===== src/rtl/mem_access_ctrl.sv =====
// Data-memory access controller for the MEM stage: stalls the pipeline
// while a single aligned load/store is handed to an external memory.
module mem_access_ctrl #(
    parameter int TIMEOUT_CYCLES = 64
) (
    input  logic        clk_i,
    input  logic        rst_i,
    input  logic        MemRead_i,
    input  logic        MemWrite_i,
    input  logic [31:0] addr_i,
    input  logic [31:0] data_i,
    output logic [31:0] data_o,
    output logic        stall_o,
    output logic        err_o,
    output logic        mem_req_o,
    output logic        mem_we_o,
    output logic [31:0] mem_addr_o,
    output logic [31:0] mem_wdata_o,
    input  logic        mem_ack_i,
    input  logic [31:0] mem_rdata_i,
    output logic [31:0] access_cnt_o,
    output logic [31:0] stall_cnt_o
);

    typedef enum logic [1:0] {
        IDLE = 2'd0,
        REQ  = 2'd1,
        DONE = 2'd2
    } state_e;

    localparam logic [7:0] TMO_LAST = 8'(TIMEOUT_CYCLES - 1);

    state_e      state_q, state_d;
    logic        mem_req_q, mem_req_d;
    logic        mem_we_q, mem_we_d;
    logic [31:0] mem_addr_q, mem_addr_d;
    logic [31:0] mem_wdata_q, mem_wdata_d;
    logic [7:0]  wait_q, wait_d;
    logic [31:0] rdata_q, rdata_d;
    logic        err_q, err_d;
    logic [31:0] access_cnt_q, access_cnt_d;
    logic [31:0] stall_cnt_q, stall_cnt_d;

    logic req;
    logic aligned;
    logic stall;

    assign req     = MemRead_i | MemWrite_i;
    assign aligned = (addr_i[1:0] == 2'b00);

    always_comb begin
        state_d      = state_q;
        mem_req_d    = mem_req_q;
        mem_we_d     = mem_we_q;
        mem_addr_d   = mem_addr_q;
        mem_wdata_d  = mem_wdata_q;
        wait_d       = wait_q;
        rdata_d      = rdata_q;
        err_d        = 1'b0;
        access_cnt_d = access_cnt_q;
        stall        = 1'b0;

        unique case (state_q)
            IDLE: begin
                if (req && aligned) begin
                    stall       = 1'b1;
                    state_d     = REQ;
                    mem_req_d   = 1'b1;
                    mem_we_d    = MemWrite_i;
                    mem_addr_d  = {addr_i[31:2], 2'b00};
                    mem_wdata_d = data_i;
                    wait_d      = 8'd0;
                end else if (req) begin
                    err_d = 1'b1;
                end
            end
            REQ: begin
                stall = 1'b1;
                if (mem_ack_i) begin
                    state_d      = DONE;
                    mem_req_d    = 1'b0;
                    rdata_d      = mem_we_q ? 32'd0 : mem_rdata_i;
                    access_cnt_d = access_cnt_q + 32'd1;
                end else begin
                    wait_d = wait_q + 8'd1;
                    if (wait_q == TMO_LAST) begin
                        state_d   = DONE;
                        mem_req_d = 1'b0;
                        rdata_d   = 32'd0;
                        err_d     = 1'b1;
                    end
                end
            end
            DONE: begin
                state_d = IDLE;
            end
            default: begin
                state_d = IDLE;
            end
        endcase

        // reset forces the pipeline free even mid-access
        if (rst_i) begin
            stall = 1'b0;
        end
        stall_cnt_d = stall_cnt_q + {31'd0, stall};
    end

    always_ff @(posedge clk_i) begin
        if (rst_i) begin
            state_q      <= IDLE;
            mem_req_q    <= 1'b0;
            mem_we_q     <= 1'b0;
            mem_addr_q   <= 32'd0;
            mem_wdata_q  <= 32'd0;
            wait_q       <= 8'd0;
            rdata_q      <= 32'd0;
            err_q        <= 1'b0;
            access_cnt_q <= 32'd0;
            stall_cnt_q  <= 32'd0;
        end else begin
            state_q      <= state_d;
            mem_req_q    <= mem_req_d;
            mem_we_q     <= mem_we_d;
            mem_addr_q   <= mem_addr_d;
            mem_wdata_q  <= mem_wdata_d;
            wait_q       <= wait_d;
            rdata_q      <= rdata_d;
            err_q        <= err_d;
            access_cnt_q <= access_cnt_d;
            stall_cnt_q  <= stall_cnt_d;
        end
    end

    assign data_o       = (state_q == DONE) ? rdata_q : 32'd0;
    assign stall_o      = stall;
    assign err_o        = err_q;
    assign mem_req_o    = mem_req_q;
    assign mem_we_o     = mem_we_q;
    assign mem_addr_o   = mem_addr_q;
    assign mem_wdata_o  = mem_wdata_q;
    assign access_cnt_o = access_cnt_q;
    assign stall_cnt_o  = stall_cnt_q;

endmodule


===== config.mk =====
export PLATFORM = sky130hd
export DESIGN_NAME = mem_access_ctrl
export DESIGN_NICKNAME = d
export VERILOG_FILES = /design/src/rtl/mem_access_ctrl.sv
export SDC_FILE = /design/constraint.sdc
export NUM_CORES = 1
export LEC_CHECK = 0
export CAP_MARGIN = 20
export CORE_MARGIN = 4
export CORE_UTILIZATION = 40
export CTS_CLUSTER_SIZE = 10
export DETAILED_ROUTE_END_ITERATION = 6
export PLACE_DENSITY = 0.81
export SETUP_SLACK_MARGIN = 0.15
export SLEW_MARGIN = 20
export SYNTH_ARGS = -nofsm -noshare
export SYNTH_HDL_FRONTEND = slang
export SYNTH_SLANG_ARGS = --single-unit

===== constraint.sdc =====
create_clock -name clk_i -period 2.75 [get_ports clk_i]
set_input_delay 0.4125 -clock clk_i [delete_from_list [all_inputs] [get_ports clk_i]]
set_output_delay 0.4125 -clock clk_i [all_outputs]
set_load 0.1 [all_outputs]

==> results.json <==
{
  "wl_per_cell_um": 15.4,
  "drive_gt1_frac": 0.217,
  "finalHoldViolCount": 0,
  "numCtsBuffers": 17,
  "total_leakage_power_nw": 4.07,
  "io_buffer_count": 262,
  "skew_ps": 13.2,
  "layout_common_cells": "177 x nand2_1, 171 x dfxtp_1, 149 x buf_4",
  "cts_root_buffer": "clkbuf_16",
  "grt_pass1_wl_um": 33300,
  "netlist_area_sq_um": 7170,
  "worst_slack_ps": 318,
  "die-area_sq_um": 20100,
  "io-pin-count": 265,
  "first_pass_iters": 5,
  "synthAdderAreaFrac": 0.00698,
  "cts-resized-gates": 0,
  "die_w_um": 142,
  "crit_type": "primary input to register",
  "hpwl_um": 14500,
  "muxShareOfSynthArea": 0.0155,
  "cts_buffer_depth": 2,
  "crit_fanout": 9,
  "synthFlopType": "dfxtp_1",
  "ys_async_sr_fraction": 0,
  "drt_iter0_drc": 391,
  "ys_seq_area_frac": 0.478,
  "grt_setup_unrepaired": "false",
  "route.detailed.drc": 0,
  "core_sq_um": 17400,
  "hold_class": "register to register",
  "grtUsageTotal": 0.202,
  "synth_top_family_by_area": "simple AND/OR/NAND/NOR gates",
  "cts_tree": "done",
  "nets": 1225,
  "hold_buffers": 0,
  "slew_headroom": 0.482,
  "critPathArrivalTime_ps": 2770,
  "synthXorXnorAreaFrac": 0.0281,
  "initial_core_util": 0.411,
  "rows": 48,
  "ys_seq_elements": 171,
  "yosysWarnings": 0,
  "area_delta_synth_final_pct": 49.6,
  "clock_latency_ps": 420,
  "power_per_cell_area_nw_per_um2": 535,
  "clock-sinks": 171,
  "endpoint_kind": "register",
  "synth-compound-area-share": 0.155,
  "diodes": 0,
  "synthDistinctLibCells": 45,
  "vias": 7146,
  "min_period_ps": 2430,
  "dpl_cell_area_sq_um": 10100,
  "synth-simple-area-share": 0.276,
  "grt_max_degree": 179,
  "setup_viol": 0,
  "layout_commonest_cell": "nand2_1",
  "postCtsSetupBuffers": 0,
  "synth_top_area_frac": 0.478,
  "first_global_vias": 6812,
  "syn_inst": 878,
  "synth-edff-count": 0,
  "maxCapViolations": 0,
  "grt.overflow.total": 0,
  "path_clk_slew_ps": 60,
  "drv_slew": 0,
  "yosysTopAreaCell": "dfxtp_1",
  "ir_worst_vdd_v": 0.000403,
  "grt_antenna_before_repair": 0,
  "worstSetupStartpointType": "primary input",
  "gp_congestion": 0.832,
  "max_freq_ghz": 0.411,
  "drt_wl_total_um": 20800,
  "tightestPinTransition_ps": 777,
  "design_area_sq_um": 10700,
  "viasPerCell": 5.26,
  "syn_avg_cell_area_sq_um": 8.16,
  "post-route-period-util": 0.884,
  "cp.required_ps": 3090,
  "h-tree-depth": 4,
  "ys_top_cells_by_area": "dfxtp_1 48%, nand2_1 9.3%, a21oi_1 9.1%",
  "die_h_um": 142,
  "setup_tns_ps": 0,
  "place_ws_ps": -99.0,
  "antenna_left": 0,
  "outcome": "finished clean"
}
cell usage after synthesis (all sizes together) (3+ instances only):
master and number:
and3 10, clkbuf 48, o21ai 46, o31ai 22, and4 8, or3 17, nand4 21, nand2 177
a21oi 131, buf 15, nor2 38, nor3 12, dfxtp 171, mux2 9, nor2b 13, inv 7
or2 3, xor2 12, or4 23, and2 34, xnor2 11, ha 4, nand3 24, nor4 6
area by class of cell:
| cell class | count | area [sq um] |
|---|---|---|
| Fill cell | 1523 | 6700 |
| Multi-Input combinational cell | 638 | 3550 |
| Sequential cell | 171 | 3420 |
| Timing Repair Buffer | 285 | 2850 |
| Clock buffer | 19 | 443 |
| Tap cell | 225 | 282 |
| Clock inverter | 13 | 141 |
| Inverter | 7 | 26.3 |
worst paths after layout:
path              slack [ps]                          end  depth (start not counted)                         from
hold / removal           450  mem_wdata_o[5]$_SDFFE_PP0P_                          2  mem_wdata_o[5]$_SDFFE_PP0P_
hold reg to reg          450  mem_wdata_o[5]$_SDFFE_PP0P_                          2  mem_wdata_o[5]$_SDFFE_PP0P_
setup reg to reg         540   stall_cnt_o[22]$_SDFF_PP0_                          8      state_q[0]$_SDFFE_PP0P_
setup / recovery         320   stall_cnt_o[22]$_SDFF_PP0_                         10                   MemWrite_i
metrics by stage:
step	power, mW	util	hold slack [ps]	instances
2_1_floorplan	3.12	-	446	879
3_3_place_gp	3.40	0.582	442	1326
3_5_place_dp	3.41	0.582	447	1326
4_1_cts	5.81	0.616	456	1358
5_1_grt	5.95	0.616	477	1358
6_report	5.74	0.616	453	1358
critical path, stage by stage:
cell	delay [ps]
clkdlybuf4s50_1	490
or2_2	150
a21oi_2	70
nor3_4	180
ha_2	260
ha_4	170
nand4_4	90
or2_1	380
or4_1	440
a21oi_1	120
metal layers:
| layer | GRT usage | up-vias | wire length, um |
|---|---|---|---|
| met2 | 0.329 | 290 | 9880 |
| met1 | 0.247 | 3289 | 8520 |
| met5 | 0 | - | 0 |
| met4 | 0.0763 | 0 | 583 |
| met3 | 0.0677 | 38 | 1870 |
| li1 | - | 3529 | - |
cells by family after synthesis:
logic type | after synthesis
flops | 171
xor+xnor | 23
buf+inv | 70
compound gates | 207
fa+ha+maj | 4
other cells | 1
mux | 10
simple gates | 392
state kept, by name, indices dropped and copies added (netlist names):
name	count
access_cnt_o	32
err_o	1
mem_addr_o	30
mem_req_o	1
wait_q	8
rdata_q	32
stall_cnt_o	32
state_q	2
mem_wdata_o	32
mem_we_o	1
report_power, final:
part | leakage [nW] | switching [mW] | internal [mW]
clock network | 0.281 | 1.02 | 1.37
registers | 1.38 | 0.0300 | 2.53
logic | 2.40 | 0.536 | 0.250
Note: power is estimated with default switching activity, not from simulation.
